**src/rtl/aclk_pkg.sv**
```systemverilog
// rtl/aclk_pkg.sv - shared BCD time-of-day types, digit limits and legality check
//
// Purpose: common definitions for the alarm-clock time path. The key-entry
// and alarm-register blocks reuse the same digit type, limits and legality
// check.
// Contents: bcd_t, digit limit constants, bcd_time_legal().
package aclk_pkg;

  typedef logic [3:0] bcd_t;

  localparam bcd_t BCD_MAX        = 4'd9;  // highest value of any BCD units digit
  localparam bcd_t MIN_LS_MAX     = 4'd9;
  localparam bcd_t MIN_MS_MAX     = 4'd5;
  localparam bcd_t HR_MS_MAX      = 4'd2;
  localparam bcd_t HR_LS_MAX_AT_2 = 4'd3;  // units-of-hour ceiling once tens is 2

  // True when the four digits form a legal 24-hour time 00:00..23:59.
  function automatic logic bcd_time_legal(input bcd_t ms_hr, input bcd_t ls_hr,
                                          input bcd_t ms_min, input bcd_t ls_min);
    logic hr_ok;
    if (ms_hr < HR_MS_MAX)       hr_ok = (ls_hr <= BCD_MAX);
    else if (ms_hr == HR_MS_MAX) hr_ok = (ls_hr <= HR_LS_MAX_AT_2);
    else                         hr_ok = 1'b0;
    return hr_ok && (ms_min <= MIN_MS_MAX) && (ls_min <= MIN_LS_MAX);
  endfunction

endpackage

```
**src/rtl/aclk_bcd_digit.sv**
```systemverilog
// rtl/aclk_bcd_digit.sv - single BCD digit register with load, clear, increment and wrap
//
// Purpose: one time-of-day digit. Priority: reset > load > clear > increment.
// Incrementing at i_limit wraps to 0 and raises o_carry in the same cycle.
// Ports:
//   clock, reset   rising-edge clock, synchronous active-high reset
//   i_clr          force digit to 0 on the next edge
//   i_ld, i_ld_val load i_ld_val on the next edge
//   i_inc          increment enable
//   i_limit        wrap limit (may change dynamically)
//   o_q            registered digit value
//   o_carry        combinational carry-out: i_inc while o_q == i_limit
module aclk_bcd_digit
  import aclk_pkg::*;
#(
  parameter bcd_t RESET_VAL = 4'd0
) (
  input  logic clock,
  input  logic reset,
  input  logic i_clr,
  input  logic i_ld,
  input  bcd_t i_ld_val,
  input  logic i_inc,
  input  bcd_t i_limit,
  output bcd_t o_q,
  output logic o_carry
);

  bcd_t r_q;
  logic w_at_limit;

  assign w_at_limit = (r_q == i_limit);
  assign o_carry    = i_inc && w_at_limit;
  assign o_q        = r_q;

  always_ff @(posedge clock) begin
    if (reset)      r_q <= RESET_VAL;
    else if (i_ld)  r_q <= i_ld_val;
    else if (i_clr) r_q <= 4'd0;
    else if (i_inc) r_q <= w_at_limit ? 4'd0 : r_q + 4'd1;
  end

endmodule

```
**src/rtl/aclk_time_counter.sv**
```systemverilog
// rtl/aclk_time_counter.sv - 24-hour BCD time-of-day counter with validated load
//
// Purpose: holds HH:MM in four BCD digits, advances one minute per
// one_minute strobe and accepts validated loads. Optional macro
// ACLK_HOURLY_CHIME_EN adds a one-cycle chime pulse on every MM 59->00 tick.
// Ports:
//   clock, reset            rising-edge clock, synchronous active-high reset
//   one_minute              single-cycle minute tick
//   load_new_c              single-cycle load request
//   new_{ms,ls}_{hr,min}    BCD digits to load
//   current_time_*          registered BCD digits
//   load_err                one-cycle pulse after a rejected load
//   chime                   (ACLK_HOURLY_CHIME_EN only) one-cycle pulse after hour rollover
module aclk_time_counter
  import aclk_pkg::*;
#(
  parameter logic [7:0] RESET_HR  = 8'h00,
  parameter logic [7:0] RESET_MIN = 8'h00
) (
  input  logic       clock,
  input  logic       reset,
  input  logic       one_minute,
  input  logic       load_new_c,
  input  logic [3:0] new_ms_hr,
  input  logic [3:0] new_ls_hr,
  input  logic [3:0] new_ms_min,
  input  logic [3:0] new_ls_min,
  output logic [3:0] current_time_ms_hr,
  output logic [3:0] current_time_ls_hr,
  output logic [3:0] current_time_ms_min,
  output logic [3:0] current_time_ls_min,
`ifdef ACLK_HOURLY_CHIME_EN
  output logic       chime,
`endif
  output logic       load_err
);

  logic w_load_ok;
  logic w_tick;
  logic w_c_ls_min, w_c_ms_min, w_c_ls_hr, w_c_ms_hr;
  logic w_day_wrap;
  bcd_t w_ls_hr_lim;
  logic r_load_err;

  assign w_load_ok = load_new_c && bcd_time_legal(new_ms_hr, new_ls_hr, new_ms_min, new_ls_min);
  // A load request (legal or not) swallows a coincident tick.
  assign w_tick    = one_minute && !load_new_c;

  assign w_ls_hr_lim = (current_time_ms_hr == HR_MS_MAX) ? HR_LS_MAX_AT_2 : BCD_MAX;
  // Tens-of-hour carrying out means 23:59 -> 00:00; clear both hour digits together.
  assign w_day_wrap  = w_c_ms_hr;

  aclk_bcd_digit #(.RESET_VAL(RESET_MIN[3:0])) u_ls_min (
    .clock(clock), .reset(reset), .i_clr(1'b0), .i_ld(w_load_ok), .i_ld_val(new_ls_min),
    .i_inc(w_tick), .i_limit(MIN_LS_MAX), .o_q(current_time_ls_min), .o_carry(w_c_ls_min)
  );

  aclk_bcd_digit #(.RESET_VAL(RESET_MIN[7:4])) u_ms_min (
    .clock(clock), .reset(reset), .i_clr(1'b0), .i_ld(w_load_ok), .i_ld_val(new_ms_min),
    .i_inc(w_c_ls_min), .i_limit(MIN_MS_MAX), .o_q(current_time_ms_min), .o_carry(w_c_ms_min)
  );

  aclk_bcd_digit #(.RESET_VAL(RESET_HR[3:0])) u_ls_hr (
    .clock(clock), .reset(reset), .i_clr(w_day_wrap), .i_ld(w_load_ok), .i_ld_val(new_ls_hr),
    .i_inc(w_c_ms_min), .i_limit(w_ls_hr_lim), .o_q(current_time_ls_hr), .o_carry(w_c_ls_hr)
  );

  aclk_bcd_digit #(.RESET_VAL(RESET_HR[7:4])) u_ms_hr (
    .clock(clock), .reset(reset), .i_clr(w_day_wrap), .i_ld(w_load_ok), .i_ld_val(new_ms_hr),
    .i_inc(w_c_ls_hr), .i_limit(HR_MS_MAX), .o_q(current_time_ms_hr), .o_carry(w_c_ms_hr)
  );

  always_ff @(posedge clock) begin
    if (reset) r_load_err <= 1'b0;
    else       r_load_err <= load_new_c && !w_load_ok;
  end
  assign load_err = r_load_err;

`ifdef ACLK_HOURLY_CHIME_EN
  logic r_chime;
  // Minute tens carrying out only happens on a tick through MM=59.
  always_ff @(posedge clock) begin
    if (reset) r_chime <= 1'b0;
    else       r_chime <= w_c_ms_min;
  end
  assign chime = r_chime;
`endif

endmodule

```
**config.mk**
```make
export PLATFORM = sky130hd
export DESIGN_NAME = aclk_time_counter
export DESIGN_NICKNAME = d
export VERILOG_FILES = /design/src/rtl/aclk_pkg.sv /design/src/rtl/aclk_bcd_digit.sv /design/src/rtl/aclk_time_counter.sv
export SDC_FILE = /design/constraint.sdc
export NUM_CORES = 1
export LEC_CHECK = 0
export CORE_UTILIZATION = 40
export DETAILED_ROUTE_END_ITERATION = 8
export HOLD_SLACK_MARGIN = 0.15
export PLACE_DENSITY_LB_ADDON = 0.2
export RECOVER_POWER = 100
export SYNTH_ARGS = -nofsm -noshare
export SYNTH_HDL_FRONTEND = slang
export SYNTH_SLANG_ARGS = --single-unit
export TNS_END_PERCENT = 30
```
**constraint.sdc**
```tcl
create_clock -name clock -period 2.1 [get_ports clock]
set_clock_uncertainty 0.2 [all_clocks]
set_input_delay 0.315 -clock clock [delete_from_list [all_inputs] [get_ports clock]]
set_output_delay 0.315 -clock clock [all_outputs]
set_load 0.005 [all_outputs]
```
* Word level (Yosys, flattened, before mapping)
Index checks and enable logic that the tools add are counted.
** Word-level totals
- Output and inout port bits :: 17
- Register bits after elaboration :: 17
- Logic and storage cells :: 51
- Bits of input ports :: 20
** Operators by class
- Order comparisons :: 5
- Equality and inequality tests :: 5
- Add/sub/neg operators :: 4
- Reduce and logical (&&, ||, !) cells :: 15
- Mux-type cells :: 17
** Operators with widths (number)
- 4-bit two-way mux :: 15
- 4-bit by 1-bit adder with 4-bit output, second input constant :: 4
- 1-bit logical AND :: 9
- 4-bit by 2-bit == test with 1-bit output, second input constant :: 2
- 4-bit <= comparator, second input constant :: 2
- 3-bit nonzero test :: 2
- 4-bit by 3-bit == test with 1-bit output, second input constant :: 1
- 4-bit == test :: 1
- 4-bit == test, second input constant :: 1
- 4-bit by 2-bit <= comparator with 1-bit output, second input constant :: 1
- 4-bit by 3-bit <= comparator with 1-bit output, second input constant :: 1
- 4-bit by 2-bit less-than comparator with 1-bit output, second input constant :: 1
- 2-bit nonzero test :: 2
- 1-bit zero test :: 2
- 1-bit two-way mux :: 2

* Longest topological paths before layout
- Depth after elaboration :: 8
- Gate-level depth with buffers :: 7
- Depth with buffers taken out :: 7

* Hierarchy
Synthesis repeated with hierarchy kept, for this count alone.
** Second synthesis, totals
- Cell total of the unflattened synthesis :: 162
- Area total of the unflattened synthesis :: 1281.2 µm²
** Modules (own cells, without submodules)
- aclk_bcd_digit :: seq. area each 80.1 µm², cells an instance 37, area each 292.8 µm², instances 4
- aclk_time_counter :: seq. area each 20.0 µm², cells an instance 14, area each 110.1 µm², instances 1

* Worst setup path before layout
OpenSTA, ideal clock, no wires.
- Path kind :: flip-flop to flip-flop
- From :: reg u_ms_hr.r_q[1] (netlist: u_ms_hr.o_q[1])
- To :: reg u_ls_hr.r_q[2] (netlist: u_ls_hr.o_q[2])
- Required time :: 1.841 ns
- Path buffers :: 0
- Library setup time :: 0.059 ns
- Path slack :: -0.122 ns
- Arrival time :: 1.963 ns
- Clock period less this slack :: 2.222 ns
- Stages on the path, launching flop included :: 7
- Cells stage by stage :: dfxtp_1 > ha_1 > nor3b_1 > mux2_2 > or4_4 > o32ai_2 > a221o_1
** On the way
- Word-level cells in the longest chain between the ends :: 7
- Elaborated cells between the ends (all ways) :: 10
- Those cells by class :: eq/ne: 2; mux: 5; reduce/logical: 3
** RTL lines
- from (decl) :: RTL line aclk_bcd_digit.sv:29 : bcd_t r_q;
- from (signal assigned) :: RTL line aclk_bcd_digit.sv:38 : else if (i_ld) r_q <= i_ld_val;
- from (signal assigned) :: RTL line aclk_bcd_digit.sv:40 : else if (i_inc) r_q <= w_at_limit ? 4'd0 : r_q + 4'd1;
- 4-bit by 2-bit == test with 1-bit output * :: RTL line aclk_bcd_digit.sv:32, aclk_time_counter.sv:49
- 4-bit two-way mux :: RTL line aclk_time_counter.sv:49 : assign w_ls_hr_lim = (current_time_ms_hr == HR_MS_MAX) ? HR_LS_MAX_AT_2 : BCD_MAX;
- 4-bit == test :: RTL line aclk_bcd_digit.sv:32 : assign w_at_limit = (r_q == i_limit);
- 4-bit two-way mux or 1-bit logical AND (tied branches) (2 in series) :: RTL line aclk_bcd_digit.sv:40, aclk_bcd_digit.sv:33
- 4-bit two-way mux :: RTL line aclk_bcd_digit.sv:39 : else if (i_clr) r_q <= 4'd0;
- 4-bit two-way mux :: RTL line aclk_bcd_digit.sv:38
- to (signal assigned) :: RTL line aclk_bcd_digit.sv:38
- to (signal assigned) :: RTL line aclk_bcd_digit.sv:40
- to (decl) :: RTL line aclk_bcd_digit.sv:29
Mark *: on every way between the ends. The rest lies on a longest branch, timed or not. The select of a mux whose other input is x is not followed.
A chain may end at the register's enable or synchronous reset.

* Worst setup path after layout
- From :: reg u_ms_hr.r_q[0] (netlist: u_ms_hr.o_q[0])
- To :: reg u_ls_hr.r_q[2] (netlist: u_ls_hr.o_q[2])
The elaborated chain is that of the path after synthesis.

==> impl_metrics.json <==
{
  "cts_buffers": 3,
  "top_layer": "met4",
  "relSlewSlack_pct": 79.0,
  "worst_slew_pin_slew_ps": 315,
  "fmax_ghz": 0.466,
  "rsz0062_at_grt": "true",
  "h-tree-depth": 1,
  "ys_ff_latch": 17,
  "grt.overflow.total": 0,
  "clk-insertion-delay-late_ps": 290,
  "start_kind": "register",
  "synth.top_cell.area_share_pct": 31.3,
  "reg2regPathDepth": 7,
  "clock_path_buffers": 2,
  "die_area_um2": 2930,
  "cp.depth": 7,
  "postPlaceCellArea_um2": 1660,
  "cp_slowest_cell": "or4_4",
  "grtUsageTotal_pct": 21.8,
  "crit_arrival_ps": 2180,
  "cts_tree": "built",
  "drv_cap": 0,
  "crit_required_ps": 2130,
  "violations": "negative setup slack",
  "holdWs_ps": 339,
  "syn_inst": 127,
  "stdcell_count": 217,
  "crit_chain": "inv_2 > ha_4 > nor3b_4 > mux2_4 > or4_4 > o32ai_2 > a221o_1",
  "crit_family": "simple AND/OR/NAND/NOR gates",
  "async_flop_share_pct": 0,
  "fin_ws_ps": -46.6,
  "die_h_um": 54.2,
  "endpoint_kind": "register",
  "wl_met2_um": 1510,
  "drc": 0,
  "wl_per_cell_um": 14.3,
  "syn_area_um2": 1090,
  "drv_slew": 0,
  "drt-pass1-iter-count": 4,
  "post-dp-hpwl_um": 2370,
  "cp_max_fo": 3,
  "seq_area_frac_synth_pct": 31.3,
  "setup_viol": 1,
  "routed_wl_um": 3100,
  "drive_gt1_share_pct": 27.3,
  "cts.sinks": 17,
  "fp-row-count": 18,
  "root_buffer": "clkbuf_4",
  "grt_max_degree": 13,
  "grt_pass1_vias": 1079,
  "synth_edf_count": 0,
  "clk_pin_slew_worst_paths_ps": 110,
  "power.density_nw_per_um2": 359,
  "critPathMaxStageDelay_ps": 440,
  "grt_pass1_wl_um": 4600,
  "synth_area_leaders": "dfxtp_1 (31%), nor2_1 (3.8%), ha_1 (3.4%)",
  "ios": 37,
  "ant_nets": 0,
  "finalNetCount": 211,
  "yosys_warnings": 0,
  "dp_cells": 213,
  "outcome": "complete, but fails checks",
  "hold_viol": 0,
  "die_w_um": 54.2,
  "wl_met1_um": 1430,
  "p_leak_nw": 0.652,
  "avgSynthCellArea_um2": 8.57,
  "synth_top_flop_cell": "dfxtp_1",
  "drt_iter0_markers": 25,
  "crit_type": "register to register",
  "fin_crit_ps": 2150,
  "fin_crit_sh_pct": 102,
  "hold_class": "register to register",
  "vias": 1187,
  "initial_utilization_pct": 43.2,
  "wl_met3_um": 123,
  "fin_tns_setup_ps": -46.6,
  "yosysUniqueCellTypes": 51,
  "portBuffers": 36,
  "peakVddDrop_mv": 0.288,
  "syn-num-nets": 150,
  "synth_top_area_cell": "dfxtp_1",
  "globalplace.congestion": 0.775,
  "cp_num_buf_inv": 1,
  "viasPerCell": 5.47,
  "design_area_um2": 1730,
  "core_um2": 2520,
  "area_delta_synth_final_pct": 59.1,
  "antenna_found_initial": 0,
  "diodes": 0,
  "min_path_cells": 2
}
path summary, 6_finish.rpt:
check / startpoint / to / slack (ps)
setup / recovery: u_ms_hr.o_q[0]$_SDFFE_PP0P_ / u_ls_hr.o_q[2]$_SDFFE_PP0P_ / -50
hold / removal: u_ms_min.o_q[3]$_SDFFE_PP0P_ / u_ms_min.o_q[3]$_SDFFE_PP0P_ / 340
setup reg to reg: u_ms_hr.o_q[0]$_SDFFE_PP0P_ / u_ls_hr.o_q[2]$_SDFFE_PP0P_ / -50
hold reg to reg: u_ms_min.o_q[3]$_SDFFE_PP0P_ / u_ms_min.o_q[3]$_SDFFE_PP0P_ / 340
cells in the mapped netlist (all sizes together), types with 3 or more instances:
cell type  instances
ha                 3
a21oi              5
inv                4
nor2              11
nand2             10
dfxtp             17
nor3               6
buf                5
or3                4
a211oi             4
and3               3
and2b              3
nor3b              5
nand3              8
per-stage QoR:
step                      util (%)  setup slack [ps]  power, mW
after floorplan                  -              22.8      0.370
after global placement        65.7              -334      0.443
after detailed placement      65.7              -420      0.446
after CTS                     67.4             -39.8      0.623
after global routing          68.7              -102      0.645
final                         68.7             -46.6      0.622
tightest hold or removal path: cells and delay by family (launching register included):
kind,cells,cell delay (ps)
flip-flops,1,360
AND/OR/NAND/NOR,1,80
AO/OA/AOI/OAI,1,60
power by group:
part	total [mW]	internal [mW]	switching, mW
Clock	0.179	0.0738	0.105
Sequential	0.332	0.328	0.00417
Combinational	0.111	0.0699	0.0410
Total	0.622	0.471	0.150
state kept, by name, indices dropped and copies added, names as in the netlist:
| register | cells |
|---|---|
| u_ls_hr.o_q | 4 |
| u_ls_min.o_q | 4 |
| u_ms_hr.o_q | 4 |
| u_ms_min.o_q | 4 |
| load_err | 1 |
what timing repair did:
action,CTS,global route
endpoints found under the hold margin,0,0
pin swaps,0,0
gates resized for setup,6,7
setup endpoints to repair,9,5
hold buffers,0,0
setup buffers,0,0
logic make-up after synthesis:
| kind of cell | share of synthesized area, % |
|---|---|
| buffers and inverters | 5.98 |
| multiplexers | 1.03 |
| AND/OR/NAND/NOR | 36.2 |
| flip-flops | 31.3 |
| XOR/XNOR | 3.22 |
| AO/OA/AOI/OAI | 18.9 |
| adder cells (fa/ha/maj) | 3.45 |
routing by layer:
layer / up-vias / track usage [%]
met5: - / 0
met4: 0 / 7.69
met2: 31 / 37.0
met1: 555 / 27.4
li1: 597 / -
met3: 4 / 3.67
placed cells by master (no fill, tap or decap), types with 2 or more instances in the layout:
cell type        synthesis  layout
clkdlybuf4s50_1          0      30
a211o_1                  2       2
nor3b_1                  5       4
ha_1                     3       2
and2b_1                  2       2
dfxtp_1                 17      15
nor3_1                   6       6
a211oi_1                 4       4
nand3_1                  7       7
or3_1                    4       4
nand2_1                  9       9
nor4bb_2                 0       2
inv_1                    4       3
o21ai_0                  2       2
dfxtp_2                  0       2
nor2_1                  11      11
clkbuf_4                 0       3
buf_4                    2      27
a21oi_1                  5       5
xor2_1                   2       2
and3_1                   2       2
xnor2_1                  2       2
nor4_1                   2       2
dlygate4sd3_1            0       6
cell type report:
class                   count  area (µm²)
clock buffers               4        26.3
multi-input cells          99         747
flip-flops and latches     17         343
fillers                   216         791
well taps                  30        37.5
inverters                   4        15.0
repair buffers             63         563
No activity file was read; power rests on OpenSTA's default activity.
